[config.mk]
export PLATFORM = sky130hd
export DESIGN_NAME = lelbc_iter_core
export DESIGN_NICKNAME = d
export VERILOG_FILES = /design/src/rtl/lelbc_pkg.sv /design/src/rtl/lelbc_round.sv /design/src/rtl/lelbc_iter_core.sv
export SDC_FILE = /design/constraint.sdc
export NUM_CORES = 1
export LEC_CHECK = 0
export CORE_MARGIN = 5
export CORE_UTILIZATION = 57
export CTS_CLUSTER_SIZE = 12
export DETAILED_ROUTE_END_ITERATION = 16
export PLACE_DENSITY = 0.89
export SYNTH_ARGS = -nofsm -noshare
export SYNTH_HDL_FRONTEND = slang
export SYNTH_SLANG_ARGS = --single-unit
[constraint.sdc]
create_clock -name clk -period 3 [get_ports clk]
set_input_delay 0.45 -clock clk [delete_from_list [all_inputs] [get_ports clk]]
set_output_delay 0.45 -clock clk [all_outputs]
set_load 0.005 [all_outputs]
[src/rtl/lelbc_pkg.sv]
// LELBC shared definitions: widths, rotation amounts, S-box and key-schedule step.
// Latency: n/a (types, constants and pure combinational functions only).
// Backpressure: n/a.
// Bit numbering: the cipher labels bit 0 as the MSB, so label bit i maps to vector bit W-1-i.
package lelbc_pkg;

    localparam int BLOCK_W = 64;
    localparam int KEY_W   = 128;
    localparam int ROT_F   = 5;
    localparam int ROT_K   = 61;

    // S-box entry n sits in nibble [63-4n -: 4], so the table reads left to right as index 0..F.
    localparam logic [63:0] SBOX = 64'hCE6A_4F27_983B_0D15;

    typedef enum logic [1:0] {
        ST_IDLE,
        ST_RUN,
        ST_DONE
    } state_t;

    function automatic logic [3:0] sbox4(input logic [3:0] n);
        return SBOX[63 - 4*int'(n) -: 4];
    endfunction

    function automatic logic [63:0] sbox64(input logic [63:0] x);
        logic [63:0] y;
        y = '0;
        for (int i = 0; i < 16; i++) begin
            y[4*i +: 4] = sbox4(x[4*i +: 4]);
        end
        return y;
    endfunction

    function automatic logic [31:0] rotl32(input logic [31:0] a);
        return (a << ROT_F) | (a >> (32 - ROT_F));
    endfunction

    // Key after round rnd: rotate left 61, substitute the top nibble, fold the
    // round index into label bits 59..63 (vector bits 68..64).
    function automatic logic [KEY_W-1:0] key_next(input logic [KEY_W-1:0] k, input logic [4:0] rnd);
        logic [KEY_W-1:0] r;
        r = (k << ROT_K) | (k >> (KEY_W - ROT_K));
        r[127:124] = sbox4(r[127:124]);
        r[68:64]   = r[68:64] ^ rnd;
        return r;
    endfunction

endpackage

[src/rtl/lelbc_round.sv]
// One LELBC round f(X,K) on a 64-bit block using the upper 64 bits of the round key.
// Latency: combinational, zero cycles.
// Backpressure: none; pure function of its inputs.
// Ports: x = block in, k = round-key half (label bits 0..63), y = block out.
module lelbc_round
    import lelbc_pkg::*;
(
    input  logic [BLOCK_W-1:0] x,
    input  logic [63:0]        k,
    output logic [BLOCK_W-1:0] y
);

    logic [31:0] a, b, c, d;
    logic [63:0] s;

    always_comb begin
        a = x[63:32] ^ k[63:32];
        b = rotl32(a) ^ x[31:0];
        s = sbox64({a, b});
        c = s[63:32] ^ rotl32(s[31:0]);
        d = s[31:0] ^ k[31:0];
    end

    assign y = {c, d};

endmodule

[src/rtl/lelbc_iter_core.sv]
// Iterative LELBC encryptor: UNROLL chained rounds per clock with on-the-fly key schedule.
// Latency: ROUNDS/UNROLL cycles from accept edge to out_valid.
// Backpressure: in_ready only in IDLE; result held in DONE until out_ready.
// Ports: clk/rst_n (async active-low), in_valid/in_ready/in_data/in_key plaintext side,
//        out_valid/out_ready/out_data ciphertext side, busy = rounds in progress.
// Build option: define LELBC_ABORT_EN to add an abort input that drops RUN/DONE back to IDLE.
module lelbc_iter_core
    import lelbc_pkg::*;
#(
    parameter int ROUNDS = 32,
    parameter int UNROLL = 1,
    parameter int CNT_W  = 5
) (
    input  logic               clk,
    input  logic               rst_n,
    input  logic               in_valid,
    output logic               in_ready,
    input  logic [BLOCK_W-1:0] in_data,
    input  logic [KEY_W-1:0]   in_key,
    output logic               out_valid,
    input  logic               out_ready,
    output logic [BLOCK_W-1:0] out_data,
`ifdef LELBC_ABORT_EN
    input  logic               abort,
`endif
    output logic               busy
);

    if (UNROLL < 1 || (ROUNDS % UNROLL) != 0) begin : g_bad_unroll
        $error("lelbc_iter_core: ROUNDS must be a multiple of UNROLL");
    end
    if ((1 << CNT_W) < ROUNDS) begin : g_bad_cnt
        $error("lelbc_iter_core: CNT_W too narrow for ROUNDS");
    end

    // Terminal compare is one bit wider so ROUNDS == 2**CNT_W never needs the counter to wrap.
    localparam logic [CNT_W:0]   LAST_C = (CNT_W+1)'(ROUNDS);
    localparam logic [CNT_W:0]   STEP_W = (CNT_W+1)'(UNROLL);
    localparam logic [CNT_W-1:0] STEP_C = CNT_W'(UNROLL);

    state_t             state_q, state_d;
    logic [BLOCK_W-1:0] blk_q, blk_res;
    logic [KEY_W-1:0]   key_q, key_res;
    logic [CNT_W-1:0]   cnt_q;
    logic               last_step;
    logic               abort_req;

`ifdef LELBC_ABORT_EN
    assign abort_req = abort;
`else
    assign abort_req = 1'b0;
`endif

    // Round chain; each stage's key is advanced using its absolute round index.
    for (genvar j = 0; j < UNROLL; j++) begin : g_rnd
        logic [BLOCK_W-1:0] bi, bo;
        logic [KEY_W-1:0]   ki, ko;
        if (j == 0) begin : g_first
            assign bi = blk_q;
            assign ki = key_q;
        end else begin : g_next
            assign bi = g_rnd[j-1].bo;
            assign ki = g_rnd[j-1].ko;
        end
        lelbc_round u_round (
            .x (bi),
            .k (ki[127:64]),
            .y (bo)
        );
        assign ko = key_next(ki, 5'(int'(cnt_q) + j));
    end

    assign blk_res   = g_rnd[UNROLL-1].bo;
    assign key_res   = g_rnd[UNROLL-1].ko;
    assign last_step = ({1'b0, cnt_q} + STEP_W) == LAST_C;

    always_ff @(posedge clk or negedge rst_n) begin
        if (!rst_n) state_q <= ST_IDLE;
        else        state_q <= state_d;
    end

    always_comb begin
        state_d  = state_q;
        in_ready = 1'b0;
        busy     = 1'b0;
        case (state_q)
            ST_IDLE: begin
                in_ready = 1'b1;
                if (in_valid) state_d = ST_RUN;
            end
            ST_RUN: begin
                busy = 1'b1;
                if (abort_req)      state_d = ST_IDLE;
                else if (last_step) state_d = ST_DONE;
            end
            ST_DONE: begin
                // Abort wins over a simultaneous output transfer.
                if (abort_req || out_ready) state_d = ST_IDLE;
            end
            default: state_d = ST_IDLE;
        endcase
    end

    always_ff @(posedge clk or negedge rst_n) begin
        if (!rst_n) begin
            blk_q     <= '0;
            key_q     <= '0;
            cnt_q     <= '0;
            out_valid <= 1'b0;
            out_data  <= '0;
        end else begin
            case (state_q)
                ST_IDLE: begin
                    if (in_valid) begin
                        blk_q <= in_data;
                        key_q <= in_key;
                        cnt_q <= '0;
                    end
                end
                ST_RUN: begin
                    if (!abort_req) begin
                        if (last_step) begin
                            out_data  <= blk_res;
                            out_valid <= 1'b1;
                        end else begin
                            blk_q <= blk_res;
                            key_q <= key_res;
                            cnt_q <= cnt_q + STEP_C;
                        end
                    end
                end
                ST_DONE: begin
                    if (abort_req || out_ready) out_valid <= 1'b0;
                end
                default: ;
            endcase
        end
    end

endmodule

==> results.txt <==
The number of antenna violations at the first check in global routing was 3; the synthesized instance count was 1,548. The HPWL after detailed placement is 32.1 mm. The count of flip-flops with a built-in enable after synthesis works out to 0. For this run the aggregate overflow at the end of global routing stands at 0.

The routed layout has 12,620 vias. During synthesis, Yosys emitted a total of 0 warnings. The gate family responsible for the most delay along the worst path is compound AO/OA/AOI/OAI gates.

The run finished with clean final reports. Setup repair after global routing left no endpoint under its margin. The internal reg-to-reg setup slack is 0.42 ns, and the clock skew is 0.0163 ns. In the synthesized netlist the dominant register cell turns out to be dfrtp_1. For the max-capacitance violation count, the log shows 0.

The number of global-route vias before repair is 12,360, and the DRC violations left is 0. The peak fanout along the critical path works out to 14. On the worst path, the slowest cell contributes a delay of 0.70 ns.

The first detailed-routing pass took 6 iterations. Derived from the worst setup path, the maximum achievable clock frequency is 387 MHz. The first routing iteration left 1,336 violations. TritonCTS built the clock tree.

Entering global routing, the biggest net connects 163 pins. The buffering stage count on the worst path with inverters included is 1. After the last flow step, the layout net total stands at 1,952. Dividing the detail-routed wire length by the instance count gives 21.1 µm. Across every metal layer, demand over resource in global routing totals 30.3%. The slew at the pin closest to its max-slew limit was 1.07 ns; the number of hold violations in the final report was 0. Routability-driven placement finished with a final weighted congestion of 0.906.

Leaving out fill and tap cells, the most frequent cells in the layout are nand2_1 (332), dfrtp_1 (264), clkdlybuf4s50_1 (261). Count of nets left with antenna violations after detail routing: 0. The classification of the worst setup path is reg2reg. The most utilized layer in the global route result is met2. The startpoint identified for the worst register-to-register timing path is cnt_q[0]$_DFFE_PN0P_. Count of hold-fix buffers inserted at cts: 1.

Sorting the synthesized cells by area gives the leading types as dfrtp_1 (47%), nand2_1 (8.8%), nor2_1 (5.4%), a31oi_1 (5.2%), xor2_1 (4.8%). The core utilization of the finished layout is 73.5%. The die outline area came out at 28,200 µm². The tree is rooted in a clkbuf_16. The share of the synthesized area in the top cell type is 46.5%, and the number of buffers created by CTS is 28. The share of synthesized registers carrying an async set or reset came out at 100%. The initial cell density of the core came out at 58.1%. The largest area contributor in the synthesized netlist is dfrtp_1. The logs give 264 for the number of clock sinks seen by CTS and 3.00 ns for the endpoint arrival time on the critical path. The clock-pin slew of the registers on the worst-case setup and hold paths is 0.06 ns. Dividing the synthesized area by the synthesized cell count gives 9.17 µm².

In this run the critical register-to-register path is captured at blk_q[17]$_DFFE_PN0P_. Port buffering added 262 buffers. The number of cell rows was 57; the met3 routing resource usage after global routing was 5.30%. The synthesized net count was 1,745; the area of the core was 24,500 µm². The tools report the final count of pins violating max slew as 0. Summed over all layers, the routed wires come to 44.1 mm. The run gives 263 as the number of primary I/O pins. For this design, the slowest cell found on the critical path is o31ai_4. The run gives 1 as the H-tree depth reported by CTS.

The y dimension of the die is 168 µm. The library cell used most frequently in the layout, excluding fill and tap cells, is nand2_1. The later pin in the worst-skew pair is clocked with a latency of 0.54 ns. The horizontal extent of the die was 168 µm. The tightest min-delay check is of the in2async type. The critical path goes through ha_1 > nand2_1 > o31ai_4 > nor2_1 > buf_4 > a221oi_1.

Of the available clock period, the critical path in the final layout requires 86.1%. In this run the deepest clock path goes through 3 buffers. The global-route wire length before repair was 68.0 mm.

Measured against its own limit, the worst slew margin works out to 28.6%. The area growth from synthesis to layout is 26.5%. The logs give 51 for the number of unique standard cell types used by synthesis and 0 for the total setup buffers inserted after CTS. The post-route netlist has 7.18% of its cells at a drive strength greater than 1. The worst register-to-register path has a depth of 6. Met2 layer usage reported by global route: 48.5%. The worst setup path is captured at a register. Number of cells upsized or downsized after cts: 0. The per-cell via count in the routed design was 6.02; the netlist area before placement was 14,200 µm². Sequential cells were found to cover 46.5% of the synthesized design area. The smallest clock period supported by the final layout is computed as 2.58 ns. In this run, synthesis produced a sequential element count of 264. At the worst endpoint, the required time is 3.41 ns.

The routing usage on met1 was 40.5%. Setup violations remaining at the end of the flow were counted as 0. STA classifies the critical path startpoint as a register.

For the final total negative setup slack, the log shows 0 ns.
[cells by family after synthesis]
group                      share of synthesized area (%)
and+or+nand+nor                                     14.9
AOI/OAI and AO/OA                                   17.9
DFF                                                 46.5
xor gates and xnor gates                            13.6
buffers and inverters                               3.74
muxes                                               2.62
adders and majority gates                          0.775
[cells in the mapped netlist (4+ instances only)]
cell	number
maj3_2	6
a31oi_1	119
a211oi_1	17
nor2b_1	4
dfrtp_1	264
a22oi_1	6
o21ai_1	9
o22ai_1	19
clkbuf_1	59
nor2_1	206
o21ai_2	9
a22o_1	5
a221oi_1	8
nand2_1	333
xnor2_1	52
a21o_1	31
buf_2	41
xnor3_1	23
mux2_2	33
a21oi_1	101
clkbuf_8	4
a21boi_1	7
xor3_1	9
xor2_1	78
inv_1	4
o21ai_0	61
[state kept, by name (all words and copies together), names as in the netlist]
register and flops:
blk_q 64, cnt_q 5, g_rnd.ki 128, out_data 64, out_valid 1, state_q 2
[layer usage]
layer / up-vias / routed length (µm)
met4: 2 / 2500
li1: 5707 / -
met1: 6077 / 17100
met2: 692 / 20700
met5: - / 13
met3: 142 / 3860
[stage by stage]
| stage | setup slack (ns) | hold slack (ns) | instance area (µm²) | cells |
|---|---|---|---|---|
| 5_1_grt | 0.210 | 0.479 | 18000 | 2096 |
| 4_1_cts | 0.422 | 0.461 | 18000 | 2094 |
| 3_3_place_gp | 0.519 | 0.431 | 17000 | 2048 |
| 6_report | 0.416 | 0.470 | 18000 | 2096 |
| 3_5_place_dp | 0.475 | 0.435 | 17000 | 2048 |
| 2_1_floorplan | 1.04 | 0.154 | 14200 | 1548 |
[how the worst max path moves through the flow]
stage                          from                  endpoint  slack [ns]  depth (start not counted)
2_1_floorplan  cnt_q[0]$_DFFE_PN0P_  out_data[20]$_DFFE_PN0P_        1.04                          7
5_1_grt        cnt_q[0]$_DFFE_PN0P_     blk_q[25]$_DFFE_PN0P_        0.21                          6
3_3_place_gp   cnt_q[0]$_DFFE_PN0P_     blk_q[25]$_DFFE_PN0P_        0.52                          6
6_report       cnt_q[0]$_DFFE_PN0P_     blk_q[17]$_DFFE_PN0P_        0.42                          6
3_5_place_dp   cnt_q[0]$_DFFE_PN0P_      blk_q[9]$_DFFE_PN0P_        0.48                          6
4_1_cts        cnt_q[0]$_DFFE_PN0P_     blk_q[17]$_DFFE_PN0P_        0.42                          6
[final cells by class]
cell class / count / area (µm²)
Inverter: 7 / 38.8
Tap cell: 324 / 405
Timing Repair Buffer: 285 / 2900
Fill cell: 1708 / 6490
Clock buffer: 41 / 851
Multi-Input combinational cell: 1169 / 7090
Clock inverter: 4 / 72.6
Antenna cell: 2 / 5.00
Sequential cell: 264 / 6610
Power is left out: the tool's default activity adds up to more than one toggle a clock period on the data nets, which glitch-free logic cannot reach.
